===== config.mk =====
export PLATFORM = sky130hd
export DESIGN_NAME = uart_rx
export DESIGN_NICKNAME = d
export VERILOG_FILES = /design/src/rtl/uart_rx.sv
export SDC_FILE = /design/constraint.sdc
export NUM_CORES = 1
export LEC_CHECK = 0
export CORE_UTILIZATION = 30
export DETAILED_ROUTE_END_ITERATION = 10
export MAX_ROUTING_LAYER = met4
export PLACE_DENSITY = 0.5
export SYNTH_ARGS = -nofsm -noshare
export SYNTH_HDL_FRONTEND = slang
export SYNTH_SLANG_ARGS = --single-unit
export TNS_END_PERCENT = 100

===== constraint.sdc =====
create_clock -name clock -period 1.9 [get_ports clock]
set_clock_uncertainty 0.1 [all_clocks]
set_input_delay 0.38 -clock clock [delete_from_list [all_inputs] [get_ports clock]]
set_output_delay 0.38 -clock clock [all_outputs]
set_load 0.03 [all_outputs]

===== src/rtl/uart_rx.sv =====
// 8N1 UART receiver: 16x-oversampled deserialiser with sticky ready, frame-error and overrun flags.
// Sampling lands mid-bit; STOP hands back to IDLE at mid-stop-bit so back-to-back frames resync.
module uart_rx #(
  parameter int unsigned DATA_BITS  = 8,
  parameter int unsigned OVERSAMPLE = 16
) (
  input  logic                 clock,
  input  logic                 resetn,
  input  logic                 rx,
  input  logic                 rxclk_en,
  input  logic                 rdy_clr,
  output logic [DATA_BITS-1:0] data,
  output logic                 rdy,
  output logic                 frame_err,
  output logic                 overrun,
  output logic                 busy,
  output logic [1:0]           state
);

  localparam int unsigned SAMPLE_W = $clog2(OVERSAMPLE);
  localparam int unsigned IDX_W    = (DATA_BITS > 1) ? $clog2(DATA_BITS) : 1;

  localparam logic [SAMPLE_W-1:0] HALF_LAST = SAMPLE_W'(OVERSAMPLE / 2 - 1);
  localparam logic [SAMPLE_W-1:0] BIT_LAST  = SAMPLE_W'(OVERSAMPLE - 1);
  localparam logic [IDX_W-1:0]    IDX_LAST  = IDX_W'(DATA_BITS - 1);

  typedef enum logic [1:0] {
    S_IDLE  = 2'b00,
    S_START = 2'b01,
    S_DATA  = 2'b10,
    S_STOP  = 2'b11
  } state_t;

  state_t               state_q, state_d;
  logic                 rx_meta, rx_s;
  logic [SAMPLE_W-1:0]  sample_q, sample_d;
  logic [IDX_W-1:0]     idx_q, idx_d;
  logic [DATA_BITS-1:0] shift_q, shift_d;
  logic [DATA_BITS-1:0] data_d;
  logic                 rdy_d, frame_err_d, overrun_d;

  assign state = state_q;

  // State, counters, synchroniser and registered outputs
  always_ff @(posedge clock or negedge resetn) begin
    if (!resetn) begin
      state_q   <= S_IDLE;
      rx_meta   <= 1'b1;
      rx_s      <= 1'b1;
      sample_q  <= '0;
      idx_q     <= '0;
      shift_q   <= '0;
      data      <= '0;
      rdy       <= 1'b0;
      frame_err <= 1'b0;
      overrun   <= 1'b0;
      busy      <= 1'b0;
    end else begin
      state_q   <= state_d;
      rx_meta   <= rx;
      rx_s      <= rx_meta;
      sample_q  <= sample_d;
      idx_q     <= idx_d;
      shift_q   <= shift_d;
      data      <= data_d;
      rdy       <= rdy_d;
      frame_err <= frame_err_d;
      overrun   <= overrun_d;
      busy      <= (state_d != S_IDLE);
    end
  end

  // Next-state and flag logic; a good stop completion overrides a coincident rdy_clr
  always_comb begin
    state_d     = state_q;
    sample_d    = sample_q;
    idx_d       = idx_q;
    shift_d     = shift_q;
    data_d      = data;
    rdy_d       = rdy;
    frame_err_d = frame_err;
    overrun_d   = overrun;

    if (rdy_clr) begin
      rdy_d       = 1'b0;
      frame_err_d = 1'b0;
      overrun_d   = 1'b0;
    end

    case (state_q)
      S_IDLE: begin
        sample_d = '0;
        idx_d    = '0;
        if (rxclk_en && !rx_s) state_d = S_START;
      end
      S_START: begin
        if (rxclk_en) begin
          if (sample_q == HALF_LAST) begin
            sample_d = '0;
            idx_d    = '0;
            state_d  = rx_s ? S_IDLE : S_DATA;
          end else begin
            sample_d = sample_q + SAMPLE_W'(1);
          end
        end
      end
      S_DATA: begin
        if (rxclk_en) begin
          if (sample_q == BIT_LAST) begin
            shift_d  = DATA_BITS'({rx_s, shift_q} >> 1);
            sample_d = '0;
            idx_d    = idx_q + IDX_W'(1);
            if (idx_q == IDX_LAST) state_d = S_STOP;
          end else begin
            sample_d = sample_q + SAMPLE_W'(1);
          end
        end
      end
      S_STOP: begin
        if (rxclk_en) begin
          if (sample_q == BIT_LAST) begin
            state_d = S_IDLE;
            if (rx_s) begin
              data_d      = shift_q;
              rdy_d       = 1'b1;
              frame_err_d = 1'b0;
              if (rdy && !rdy_clr) overrun_d = 1'b1;
            end else begin
              frame_err_d = 1'b1;
            end
          end else begin
            sample_d = sample_q + SAMPLE_W'(1);
          end
        end
      end
      default: state_d = S_IDLE;
    endcase
  end

endmodule


==> run_results.csv, run 1 <==
group,metric,value,unit
status,status,"finished clean",
drt,vias_per_cell,4.786,
worst_setup_path,reg2regPathDepth,5,
clock_network,h-tree-depth,2,
pwr,power_leakage,0.8040,nW
pwr,vdd_drop_max,0.4024,mV
timing,post-route-min-period,1814,ps
floorplanning,initial_utilization,0.3141,
pwr,seq_power_share,0.456,
clock_network,holdBufCountCts,0,
clock_network,insertion_delay,280,ps
pwr,cellInternalPower,1.203,mW
timing,drv_slew,0,
pwr,p_per_area,1028,mW/mm²
grt,grt.total_usage,0.1263,
final_layout,syn_to_final_growth,27.72,%
timing,finalHoldViolCount,0,
place,dp_hpwl,1.720,mm
synthesis,avgSynthCellArea,13.41,µm²
synthesis,yosysUniqueCellTypes,34,
worst_setup_path,worst-r2r-setup-slack,170,ps
clock_network,clkSinkCount,31,
worst_setup_path,crit_arrival,1330,ps
min_path,min_path_cells,0,
drt,routed_wl,2.549,mm
min_path,hp-start,"rx_meta",
synthesis,syn_area,0.001368,mm²
clock_network,numCtsBuffers,5,
worst_setup_path,worst-path-buf-inv,1,
timing,worst_slack,86.12,ps
worst_setup_path,critPathSlowestCell,"clkdlybuf4s50_1",
grt,antenna_found_initial,0,
floorplanning,die_y,69.52,µm
min_path,hold_path.class,"flip-flop to flip-flop",
final_layout,drive_gt1_frac,0.3259,
pwr,swShare,0.3303,
grt,grt_overflow,0,
final_layout,num-nets-final,142,
timing,period_share,0.9547,
synthesis,syn_inst,102,
synthesis,synth.largest_area_cell,"dfrtp_1",
worst_setup_path,cp_max_fo,3,
place,pre_cts_ws,-76.32,ps
synthesis,synth.top_cells.by_area,"dfrtp_1 53%, mux2_2 13%, dfstp_2 3.8%, ha_1 2.7%, a22o_1 2.6%",
floorplanning,die-width,69.52,µm
pwr,combPwrFrac,0.266,
pwr,clock_power_share,0.279,
grt,grt_pass1_vias,978,
timing,finalSetupViolCount,0,
floorplanning,dieArea,0.004832,mm²
worst_setup_path,required,1420,ps
timing,timing.fmax,0.5513,GHz
worst_setup_path,critPathLaunchType,"flip-flop",
grt,grt_pass1_wl,4.650,mm
drt,final_antenna_net_count,0,
synthesis,ys_ff_latch,31,
synthesis,syn_nets,110,
drt,drc,0,
drt,first_pass_iters,4,
floorplanning,pin_count,19,
timing,worst_pin_slew,387.2,ps
final_layout,register_area,778.2,µm²
timing,hold_slack,259.7,ps
drt,drt_iter0_drc,30,
min_path,hold_end,"rx_s",
synthesis,async_flop_share,1.000,
grt,grt_max_degree,32,
worst_setup_path,crit_family,"buffers and inverters",
final_layout,multi_input_area,541.8,µm²
floorplanning,rows,24,
clock_network,clockBufferDepth,2,
synthesis,synth_flop_cell,"dfrtp_1",
timing,slew_headroom,0.7418,
worst_setup_path,reg2reg_to,"shift_q[4]",
worst_setup_path,cpPeakStageDelay,680,ps
floorplanning,core,0.004354,mm²
synthesis,synth_top_area_share,0.5306,
synthesis,ys_seq_area_frac,0.5691,
synthesis,ys_warn_count,0,
worst_setup_path,crit_chain,"clkdlybuf4s50_1",
drt,num_vias,895,
place,gp_congestion,0.7276,
place,port_buffers,18,
clock_network,clkTransAtPathRegs,70,ps
final_layout,antenna_cells,0,
worst_setup_path,worstSetupPathType,"flip-flop to output pin",
final_layout,fillCellCount,424,
flow_run,timing.max_cap.violations,0,
worst_setup_path,cp-end-kind,"output pin",
worst_setup_path,reg2reg_from,"sample_q[0]",
clock_network,cts_tree,"done",
timing,rsz0062_at_grt,"false",
pwr,p_switching,593.3,µW
synthesis,synth-edff-count,0,
drt,wl_per_cell,13.63,µm
clock_network,root_buffer,"clkbuf_8",
[repair_timing]
action | in CTS | in global routing
setup buffers | 0 | 0
endpoints found under the setup margin | 1 | 3
resized for setup | 1 | 2
[cells in the mapped netlist (all sizes together), types with 2 or more instances]
| master | number |
|---|---|
| nor3 | 5 |
| ha | 3 |
| mux2 | 17 |
| inv | 6 |
| a22o | 4 |
| nand3 | 2 |
| o21ai | 5 |
| nor2 | 2 |
| dfrtp | 29 |
| mux2i | 2 |
| buf | 3 |
| dfstp | 2 |
| nand2 | 5 |
| a21oi | 3 |
[cell families (layout without fill, tap and decap cells)]
| logic type | after synthesis | in the layout | synth area share |
|---|---|---|---|
| flops | 31 | 31 | 0.5691 |
| compound gates | 19 | 19 | 0.09881 |
| fa+ha+maj | 3 | 3 | 0.02745 |
| mux | 19 | 19 | 0.1574 |
| buf+inv | 9 | 42 | 0.03659 |
| simple gates | 21 | 21 | 0.1107 |
[layer usage]
metal | vias to the layer above | track usage | part of all wire
li1 | 435 | - | -
met1 | 435 | 0.1562 | 0.46
met2 | 17 | 0.1899 | 0.48
met3 | 8 | 0.03634 | 0.038
met4 | 0 | 0.06122 | 0.024
met5 | - | - | 0
[layout make-up]
cell class | count | area share
Inverter | 6 | 0.01289
Clock inverter | 2 | 0.007163
Timing Repair Buffer | 28 | 0.1454
Tap cell | 52 | 0.03725
Clock buffer | 6 | 0.04155
Multi-Input combinational cell | 62 | 0.3102
Sequential cell | 31 | 0.4456
[worst max-delay path by stage]
stage	start	to	slack (ps)	depth (start not counted)
detailed placement	rxclk_en	idx_q[0]	-80	6
global placement	rxclk_en	idx_q[0]	-60	6
CTS	rdy	rdy	80	1
global route	sample_q[0]	idx_q[0]	30	6
floorplan	sample_q[0]	shift_q[0]	150	5
finish	rdy	rdy	90	1
[registers in the layout, summed over array words and instances (netlist names)]
name,count
data,8
shift_q,8
sample_q,4
idx_q,3
state,2
busy,1
frame_err,1
overrun,1
rdy,1
rx_meta,1
rx_s,1
[stage by stage]
step	TNS (ps)	cells	util	total power, mW	instance area [µm²]
floorplan	0	102	-	1.152	1368
global placement	-585.1	179	0.3813	1.297	1660
detailed placement	-726.2	179	0.3813	1.309	1660
CTS	0	187	0.4006	1.813	1744
global route	0	187	0.4011	1.913	1747
finish	0	187	0.4011	1.796	1747
[cells in the final DEF (no fill, tap or decap), types with 2 or more instances in the layout]
cell / n
nor2_1: 2
mux2i_1: 2
clkbuf_8: 5
dfrtp_1: 29
clkdlybuf4s50_1: 17
inv_1: 6
ha_1: 2
a21oi_1: 3
o21ai_0: 4
buf_4: 10
nor3_1: 3
mux2_2: 16
a22o_1: 4
nand2_1: 4
dfstp_2: 2
[power by group through the flow]
| stage | Combinational [mW] | Clock [mW] | Sequential [mW] |
|---|---|---|---|
| 2_1_floorplan | 0.300 | 0 | 0.853 |
| 3_3_place_gp | 0.474 | 0 | 0.823 |
| 3_5_place_dp | 0.480 | 0 | 0.829 |
| 4_1_cts | 0.479 | 0.518 | 0.816 |
| 5_1_grt | 0.533 | 0.547 | 0.834 |
| 6_report | 0.477 | 0.500 | 0.819 |
Note: power is estimated with default switching activity, not from simulation.
==> run 2: changes to the inputs <==
==> constraint.sdc (replaced) <==
create_clock -name clock -period 1.6 [get_ports clock]
set_clock_uncertainty 0.1 [all_clocks]
set_input_delay 0.32 -clock clock [delete_from_list [all_inputs] [get_ports clock]]
set_output_delay 0.32 -clock clock [all_outputs]
set_load 0.03 [all_outputs]
==> run_results.csv, run 2 (synthesis results as in run 1) <==
group,metric,value,unit
place,dp_hpwl,1.943,mm
drt,routed_wl,2.734,mm
floorplanning,pin_count,19,
min_path,hold_path.class,"flip-flop to flip-flop",
grt,grt_pass1_vias,961,
drt,num_vias,941,
final_layout,fillCellCount,409,
floorplanning,initial_utilization,0.3141,
pwr,p_per_area,1244,mW/mm²
floorplanning,rows,24,
timing,period_share,1.006,
worst_setup_path,cp-end-kind,"flip-flop",
grt,grt.total_usage,0.1323,
floorplanning,die-width,69.52,µm
floorplanning,die_y,69.52,µm
flow_run,timing.max_cap.violations,0,
final_layout,fin_cells,192,
timing,finalHoldViolCount,0,
timing,hold_slack,256.5,ps
status,violations,"negative setup slack",
final_layout,layout_commonest_cell,"dfrtp_1",
clock_network,postCtsSetupBuffers,0,
timing,worst_slack,-9.655,ps
grt,grt_max_degree,32,
timing,drv_slew,0,
clock_network,clockBufferDepth,2,
worst_setup_path,required,1670,ps
timing,slew_headroom,0.7945,
final_layout,num-nets-final,147,
drt,vias_per_cell,4.901,
place,dp.cells,184,
timing,worst_pin_slew,309.5,ps
drt,first_pass_iters,4,
clock_network,root_buffer,"clkbuf_8",
clock_network,clkTransAtPathRegs,60,ps
timing,post-route-min-period,1610,ps
timing,timing.fmax,0.6213,GHz
floorplanning,core,0.004354,mm²
grt,grt_pass1_wl,4.719,mm
drt,drc,0,
drt,wl_per_cell,14.24,µm
grt,antenna_found_initial,0,
worst_setup_path,cp_max_fo,9,
timing,finalSetupViolCount,1,
clock_network,numCtsBuffers,5,
drt,final_antenna_net_count,0,
pwr,power_leakage,0.9364,nW
floorplanning,dieArea,0.004832,mm²
clock_network,insertion_delay,280,ps
clock_network,cts_tree,"done",
timing,rsz0062_at_grt,"true",
clock_network,holdBufCountCts,0,
place,port_buffers,18,
place,gp_congestion,0.7841,
final_layout,syn_to_final_growth,37.60,%
final_layout,drive_gt1_frac,0.4000,
clock_network,h-tree-depth,2,
worst_setup_path,worstSetupPathType,"flip-flop to flip-flop",
pwr,vdd_drop_max,0.5232,mV
drt,drt_iter0_drc,39,
worst_setup_path,critPathLaunchType,"flip-flop",
grt,grt_overflow,0,
clock_network,clkSinkCount,31,
final_layout,antenna_cells,0,
final_layout,reg_top3,"data (8), shift_q (8), sample_q (4)",
worst_setup_path,worst-r2r-setup-slack,-10,ps
status,status,"complete, but fails checks",
final_layout,final_cell_mix,"27 x dfrtp_1, 14 x dlygate4sd2_1, 13 x buf_4",
worst_setup_path,crit_arrival,1680,ps
-- run 2: cell count changes in the layout (fill, tap and decap cells not counted), sizes merged --
| cell | before | now |
|---|---|---|
| dlymetal6s2s | 0 | 1 |
| buf | 10 | 15 |
| clkbuf | 6 | 7 |
| dlygate4sd2 | 1 | 14 |
| clkdlybuf4s50 | 17 | 3 |
| clkinv | 1 | 0 |
-- run 2: stage by stage --
stage               power [mW]  setup WS (ps)  utilization  instance area (µm²)  setup TNS (ps)
global placement         1.644         -341.3       0.4072                 1773           -6603
CTS                      2.356         -26.26       0.4284                 1866          -52.48
floorplan                1.412         -12.86            -                 1424          -46.01
finish                   2.341         -9.655       0.4322                 1882          -9.655
global route             2.481         -97.69       0.4322                 1882          -686.0
detailed placement       1.677         -361.8       0.4072                 1773           -7250
-- run 2: layout make-up --
| cell class | count | area, µm² | share of cell area |
|---|---|---|---|
| clock buffers | 7 | 96.34 | 0.05120 |
| clock inverters | 1 | 7.507 | 0.003989 |
| inverters | 6 | 22.52 | 0.01197 |
| multi-input cells | 62 | 606.8 | 0.3225 |
| flip-flops and latches | 31 | 780.7 | 0.4149 |
| well taps | 52 | 65.06 | 0.03457 |
| repair buffers | 33 | 302.8 | 0.1609 |
-- run 2: worst max-delay path: stages, from the launching register on --
cell and delay [ps]:
dfrtp_1 410, ha_4 170, nand3_4 120, nor3_4 250
nand2_4 140, mux2_4 310
-- run 2: power breakdown --
group	switching (mW)	internal (mW)
Clock	0.288	0.391
Sequential	0.102	0.871
Combinational	0.363	0.326
Total	0.754	1.59
-- run 2: worst paths after layout --
check / cells past startpoint / to / startpoint
min reg2reg: 0 / rx_s / rx_meta
max: 5 / data[0] / sample_q[1]
min: 0 / rx_s / rx_meta
max reg2reg: 5 / data[0] / sample_q[1]
min in group asynchronous: 2 / sample_q[2] / resetn
max in group asynchronous: 2 / rx_s / resetn
-- run 2: metal layers --
layer	up-vias	part of all wire	global-route usage
met5	-	0	-
met4	0	0.017	0.06122
met3	4	0.033	0.04360
met2	19	0.47	0.1877
met1	468	0.48	0.1709
li1	450	-	-
-- run 2: repair_timing --
item	CTS	global route
endpoints found under the setup margin	31	22
pin swaps	2	0
resized for setup	15	5
